**src/rtl/mips_prog_loader.sv**
```systemverilog
// Program loader / run controller: streams words into imem (1 write per handshake, 1-cycle latency), holds core reset,
// then runs until PC stalls or the cycle budget expires. in_ready drops after last/overflow word. `LOADER_PAD_NOP_EN pads imem tail with NOPs.
module mips_prog_loader #(
   parameter int PC_WIDTH    = 8,
   parameter int INSTR_WIDTH = 16,
   parameter int DEPTH       = 256,
   parameter int HOLD_CYCLES = 10,
   parameter int STALL_LIMIT = 8,
   parameter int CYC_WIDTH   = 16
) (
   input  logic                   clk,
   input  logic                   rst,
   input  logic                   start,
   input  logic                   in_valid,
   output logic                   in_ready,
   input  logic [INSTR_WIDTH-1:0] in_data,
   input  logic                   in_last,
   output logic                   imem_we,
   output logic [PC_WIDTH-1:0]    imem_addr,
   output logic [INSTR_WIDTH-1:0] imem_wdata,
   output logic                   core_rst,
   input  logic [PC_WIDTH-1:0]    core_pc,
   output logic                   done,
   output logic [1:0]             done_reason,
   output logic                   ovf,
   output logic [PC_WIDTH:0]      word_count,
   output logic [CYC_WIDTH-1:0]   run_cycles
);
   localparam int CNT_W   = PC_WIDTH + 1;
   localparam int HOLD_W  = $clog2(HOLD_CYCLES + 1);
   localparam int STALL_W = $clog2(STALL_LIMIT + 1);
   localparam logic [CNT_W-1:0]     LAST_PTR  = CNT_W'(DEPTH - 1);
   localparam logic [HOLD_W-1:0]    HOLD_END  = HOLD_W'(HOLD_CYCLES - 1);
   localparam logic [STALL_W-1:0]   STALL_END = STALL_W'(STALL_LIMIT - 1);
   localparam logic [CYC_WIDTH-1:0] CYC_MAX   = '1;

   typedef enum logic [2:0] {IDLE, LOAD, PAD, HOLD, RUN, DONE} state_t;

   state_t               state;
   logic [CNT_W-1:0]     ptr;
   logic [HOLD_W-1:0]    hold_cnt;
   logic [STALL_W-1:0]   stall_cnt;
   logic [PC_WIDTH-1:0]  prev_pc;
   logic                 first_run;

   logic                 handshake;
   logic                 at_end;
   logic [STALL_W-1:0]   stall_next;
   logic [CYC_WIDTH-1:0] run_next;
   logic                 stall_hit;
   logic                 cyc_hit;

   // The first RUN cycle has no previous PC to compare against.
   always_comb begin
      handshake  = in_valid & in_ready;
      at_end     = (ptr == LAST_PTR);
      stall_next = (!first_run && core_pc == prev_pc) ? stall_cnt + 1'b1 : '0;
      run_next   = (run_cycles == CYC_MAX) ? run_cycles : run_cycles + 1'b1;
      stall_hit  = (stall_next == STALL_END);
      cyc_hit    = (run_next == CYC_MAX);
   end

   always_ff @(posedge clk) begin
      if (!rst) begin
         state       <= IDLE;
         core_rst    <= 1'b1;
         in_ready    <= 1'b0;
         imem_we     <= 1'b0;
         imem_addr   <= '0;
         imem_wdata  <= '0;
         done        <= 1'b0;
         done_reason <= 2'b00;
         ovf         <= 1'b0;
         word_count  <= '0;
         run_cycles  <= '0;
         ptr         <= '0;
         hold_cnt    <= '0;
         stall_cnt   <= '0;
         prev_pc     <= '0;
         first_run   <= 1'b0;
      end else begin
         imem_we <= 1'b0;
         case (state)
            IDLE, DONE: begin
               if (start) begin
                  state       <= LOAD;
                  in_ready    <= 1'b1;
                  ptr         <= '0;
                  word_count  <= '0;
                  ovf         <= 1'b0;
                  done        <= 1'b0;
                  done_reason <= 2'b00;
                  run_cycles  <= '0;
               end
            end
            LOAD: begin
               if (handshake) begin
                  imem_we    <= 1'b1;
                  imem_addr  <= ptr[PC_WIDTH-1:0];
                  imem_wdata <= in_data;
                  ptr        <= ptr + 1'b1;
                  word_count <= word_count + 1'b1;
                  // Filling the last slot without in_last means the program did not fit.
                  if (in_last || at_end) begin
                     in_ready <= 1'b0;
                     ovf      <= !in_last;
                     hold_cnt <= '0;
`ifdef LOADER_PAD_NOP_EN
                     state    <= at_end ? HOLD : PAD;
`else
                     state    <= HOLD;
`endif
                  end
               end
            end
`ifdef LOADER_PAD_NOP_EN
            PAD: begin
               imem_we    <= 1'b1;
               imem_addr  <= ptr[PC_WIDTH-1:0];
               imem_wdata <= '0;
               ptr        <= ptr + 1'b1;
               if (at_end) state <= HOLD;
            end
`endif
            HOLD: begin
               if (hold_cnt == HOLD_END) begin
                  state     <= RUN;
                  core_rst  <= 1'b0;
                  first_run <= 1'b1;
                  stall_cnt <= '0;
               end else begin
                  hold_cnt <= hold_cnt + 1'b1;
               end
            end
            RUN: begin
               run_cycles <= run_next;
               stall_cnt  <= stall_next;
               prev_pc    <= core_pc;
               first_run  <= 1'b0;
               if (stall_hit || cyc_hit) begin
                  state       <= DONE;
                  done        <= 1'b1;
                  core_rst    <= 1'b1;
                  done_reason <= stall_hit ? 2'b01 : 2'b10;
               end
            end
            default: state <= IDLE;
         endcase
      end
   end
endmodule

```
**config.mk**
```make
export PLATFORM = sky130hd
export DESIGN_NAME = mips_prog_loader
export DESIGN_NICKNAME = d
export VERILOG_FILES = /design/src/rtl/mips_prog_loader.sv
export SDC_FILE = /design/constraint.sdc
export NUM_CORES = 1
export LEC_CHECK = 0
export ABC_AREA = 1
export BUFFER_PORTS_ARGS = -buffer_cell sky130_fd_sc_hd__buf_2
export CORE_MARGIN = 4
export CORE_UTILIZATION = 41
export CTS_CLUSTER_SIZE = 8
export DETAILED_ROUTE_END_ITERATION = 8
export SLEW_MARGIN = 20
export SYNTH_ARGS = -nofsm -noshare
export SYNTH_HDL_FRONTEND = slang
export SYNTH_SLANG_ARGS = --single-unit
```
**constraint.sdc**
```tcl
create_clock -name clk -period 2.18 [get_ports clk]
set_input_delay 0.327 -clock clk [delete_from_list [all_inputs] [get_ports clk]]
set_output_delay 0.327 -clock clk [all_outputs]
set_load 0.005 [all_outputs]
```
# == Word level (Yosys, flattened, before mapping) ==
# Cells that the tools add are included.
# word_totals
regBits,85
inputBits,29
# op_classes
addsub,5
eq_ne,16
muxes,40
bitwise_logic,1
reduce_logical,21
# ops
cell,n
$pmux W9 S2,2
$eq A16 B16 Y1 const B,2
$mux W16,2
$pmux W16 S2,1
$mux W9,3
$mux W4,5
$add A9 B1 Y9 const B,2
$add A16 B1 Y16 const B,1
$pmux W4 S2,2
$mux W3,5
$ne A2 B2 Y1 const B,6
$pmux W3 S4,1
$mux W1,10
$pmux W1 S2,5
$eq A9 B8 Y1 const B,1
$reduce_and A3 Y1,3
$add A4 B1 Y4 const B,2
$eq A8 B8 Y1,1
$reduce_and A2 Y1,4
$reduce_and A4 Y1,2
$reduce_bool A2 Y1,4
$eq A3 B3 Y1 const B,2
$mux W2,3
$reduce_and A5 Y1,1
other kinds (11),13

# == Longest topological paths before layout ==
# depth
depth_word,7
ltp_mapped,15
depth_no_buf,15

# == Worst setup path before layout ==
# OpenSTA, ideal clock, no wires.
# synth_timing
path_kind,register to register
startpoint,register run_cycles[0]
endpoint,register done_reason[0]
arrival_time_ns,1.922
required_time_ns,2.048
path_slack_ns,0.126
stages_incl_launch_ff,16
cell_sequence,dfxtp_1 ha_1 inv_1 nor2_2 nand2_2 nor2_4 inv_2 buf_6 nand2_1 nand2_1 nor2_1 nand3_1 nand3_2 nand2_1 nand2_1 a21oi_1
# synth_between
elab_chain_cells,6
elab_cells_between_ends,7
# synth_lines
element,line_no,source
from (decl),27,output logic [CYC_WIDTH-1:0] run_cycles
from (signal assigned),136,run_cycles <= run_next;
$add A16 B1 Y16 or $eq A16 B16 Y1 (tied branches),58,run_next = (run_cycles == CYC_MAX) ? run_cycles : run_cycles + 1'b1;
$mux W16 (*),58,
$eq A16 B16 Y1 (*),60,cyc_hit = (run_next == CYC_MAX);
$logic_or A1 B1 Y1 (*),140,if (stall_hit || cyc_hit) begin
$ne A2 B2 Y1 (no source line) (*),-,
$reduce_and A3 Y1 (no source line) (*),-,
to (signal assigned),144,done_reason <= stall_hit ? 2'b01 : 2'b10;
to (decl),24,"output logic [1:0] done_reason,"
# Mark *: on every way between the ends. The rest lies on a longest branch, timed or not.
# A chain may end at the register's enable or synchronous reset.

# == Worst setup path after layout ==
# layout_timing
startpoint,register run_cycles[0]
endpoint,register done_reason[1]
# The elaborated chain is that of the path after synthesis.

==> metrics.md <==
| Metric | Value |
|---|---|
| Final core utilization | `52.1%` |
| Placeable core area | `9730 µm²` |
| Max clock buf depth | `2` |
| Clk sink count | `85` |
| Crit path DAT | `2.21 ns` |
| Gate power share | `31.8%` |
| Max Clock Skew | `0.0136 ns` |
| RR Startpoint | `run_cycles[0]` |
| Gr ovfl total | `0` |
| Post-DP HPWL | `8080 µm` |
| Post-synthesis instance total | `around 600` |
| Crit end category | `flop` |
| Placed cells | `818` |
| Synth warn | `0` |
| Crit path cell chain | `ha_4 > inv_1 > nor2_2 > nand2_2 > nor2_4 > inv_4 > nand2_1 > nand2_1 > nor2_2 > nand3_1 > nand3_2 > nand2_1 > nand2_1 > a21oi_1` |
| Min Tclk post-route | `2.00 ns` |
| Initial antenna violation count | `0` |
| Most used cell, CP | `nand2_1` |
| RSZ-0062 raised after global routing | `yes` |
| Die ar. | `11,600 µm²` |
| Place WS | `approximately 0.04 ns` |
| Setup violators final | `0` |
| Floorplan row count | `36` |
| MaxCap Viol Count | `0` |
| H-tree depth | `3` |
| Seq/Total Area, Yosys | `41.6%` |
| Worst Hold Launch | `in_data[6]` |
| Reg-to-Reg End | `done_reason[1]` |
| Commonest non-fill, non-tap cell in the layout | `nand2_1` |
| GRT Total Usage | `18.9%` |
| Mapped Area | `approximately 4100 µm²` |
| Worst R2R Path Depth | `14` |
| Final hold violation count | `0` |
| Setup ws final | `0.178 ns` |
| Worst Path Max Fanout | `15` |
| Critical path class | `reg2reg` |
| Synth area leader | `dfxtp_1` |
| Avg Inst Size Synth | `6.79 µm²` |
| DRC | `0` |
| Sw frac | `between 30% and 40%` |
| First-pass GRT wire length | `17,800 µm` |
| # hold bufs at CTS | `0` |
| Layout cells sized above 1 | `about 23%` |
| Flip-flop and latch count after synthesis | `85` |
| Post-synth top flop | `dfxtp_1` |
| Async set or reset register ratio after synthesis | `0%` |
| Status | `complete, no violations` |
| Via count | `4,098` |
| Worst path slowest cell | `dfxtp_2` |
| CTS tree | `yes` |
| Peak VDD IR | `0.356 mV` |
| Post-synth cell types | `35` |
| Worst-Margin Slew | `around 0.69 ns` |
| Non-Filler Instances | `839` |
| Seq pwr share | `40.6%` |
| Vias in the first global route | `3,819` |
| Pleak | `0.00226 µW` |
| Post-layout net count | `737` |
| Wire per inst | `12.8 µm` |
| Worst-skew pair later-pin latency | `0.36 ns` |
| Post-synth EDFFs | `0` |
| IO Count | `85` |
| Hold endpoint | `imem_wdata[6]` |
| Iteration-0 DRC Markers | `233` |
| Power Density | `roughly 900 nW/µm²` |
| Worst reg2reg setup slack | `0.18 ns` |
| Clock power share | `between 20% and 30%` |
| Largest stage delay on the critical path | `0.36 ns` |
| Switching Power | `approximately 1600 µW` |
| CTS clk-pin slew, worst paths | `0.09 ns` |
| Gpl congestion | `about 0.88` |
| Routed WL | `10,800 µm` |
| Inserted Clock Buffers | `9` |
| Yosys top cell area share | `a little over two fifths` |
| Tcrit/Tclk final | `about nine tenths` |
| Die Span Y | `108 µm` |
| Area grow syn2layout | `24.0%` |
| DR pass1 iterations | `4` |
| Vias per cell | `4.88` |
| Slew Limit Fails | `0` |
| Chip width | `108 µm` |
| Peak Freq | `0.499 GHz` |
| Internal Power | `2900 µW` |
| Most frequent cells in the layout | `140 x nand2_1, 108 x nor2_1, 84 x buf_2, 74 x dfxtp_1, 51 x inv_1` |
| Clk root buf | `clkbuf_8` |
| Antenna diodes | `0` |
| Mapped Nets | `roughly 640` |
| WP data required | `~2.4 ns` |
| Synth top area cells | `dfxtp_1 42%, nand2_1 13%, nor2_1 10%` |
| Relative slew slack | `54.0%` |
| Port buffer count | `84` |
| Initial core utilization | `42.0%` |
| Hold path cells | `3` |
| CP Launch Type | `flop` |
| Worst Hold Class | `in2reg` |
| Routed Antenna Nets | `0` |
| Largest net degree at the start of global routing | `34` |
==> cells in the mapped netlist (2+ instances only) <==
cell,number
nand2_1,142
nor2_1,114
dfxtp_1,85
inv_1,52
a21oi_1,50
o21ai_0,43
nand3_1,19
clkbuf_1,15
nand4_1,10
nor3_1,10
o21bai_1,8
xor2_1,8
ha_1,7
nor3b_1,5
nor2_2,4
nand2_2,3
nand3_2,3
a211oi_1,2
a22oi_1,2
and3_1,2
buf_2,2
or2_2,2
xnor2_1,2
==> cell type report <==
| class | instances | area (µm²) |
|---|---|---|
| multi-input combinational | 444 | 2150 |
| inverter | 54 | 209 |
| clock inverter | 5 | 82.6 |
| fill | 1014 | 4660 |
| timing repair buffer | 107 | 603 |
| sequential | 85 | 1720 |
| clock buffer | 11 | 141 |
| tap | 133 | 166 |
==> how the worst max path moves through the flow <==
stage | startpoint | slack [ns] | endpoint | cells after the start
2_1_floorplan | run_cycles[0] | 0.13 | done_reason[0] | 15
3_3_place_gp | run_cycles[8] | 0.09 | done | 13
3_5_place_dp | run_cycles[0] | 0.04 | done_reason[1] | 14
4_1_cts | run_cycles[1] | 0.003 | done | 14
5_1_grt | state[2] | -0.04 | ptr[5] | 11
6_report | run_cycles[0] | 0.18 | done_reason[1] | 14
==> critical path: cells and delay by family (launching register included) <==
family / cells / cell delay, ns
simple gates: 10 / 1.13
fa+ha+maj: 1 / 0.15
compound gates: 1 / 0.06
flops: 1 / 0.36
buf+inv: 2 / 0.15
==> cells by family (layout without fill, tap and decap cells) <==
logic type	Yosys count	in the layout	synth area share [%]
flops	85	85	41.6
buf+inv	73	177	6.95
simple gates	316	316	32.4
xor+xnor	10	10	2.14
compound gates	111	111	14.7
fa+ha+maj	7	7	2.14
==> per-layer routing <==
metal	wire length (µm)	part of all wire, %	track usage, %	vias up
met1	4920	46	23.9	1845
met5	0	0	0	-
met3	670	6.2	5.34	19
met2	4970	46	31.4	92
met4	209	1.9	5.50	0
li1	-	-	-	2142
==> power groups by stage <==
stage               combinational [µW]  sequential, µW  clock (µW)
global placement                  1290            1860           0
detailed placement                1310            1870           0
global route                      1630            1870        1360
finish                            1440            1840        1250
CTS                               1310            1840        1290
floorplan                          897            1870           0
==> registers in the layout (all words and copies together), names as in the netlist <==
signal / count
prev_pc: 8
imem_we: 1
imem_wdata: 16
in_ready: 1
state: 3
stall_cnt: 4
first_run: 1
hold_cnt: 4
done_reason: 2
done: 1
ptr: 9
ovf: 1
run_cycles: 16
core_rst: 1
word_count: 9
imem_addr: 8
==> timing repair <==
action	4_1_cts	5_1_grt
endpoints found under the setup margin	0	14
resized for setup	0	26
buffers inserted	0	5
==> stage by stage <==
stage	power, µW	hold slack, ns	setup TNS, ns	area, µm²
after floorplan	2760	0.441	0	4090
after global placement	3150	0.434	0	4740
after detailed placement	3170	0.450	0	4740
after CTS	4440	0.170	0	4970
after global routing	4850	0.188	-0.0940	5070
final	4540	0.186	0	5070
No activity file was read; power rests on OpenSTA's default activity.
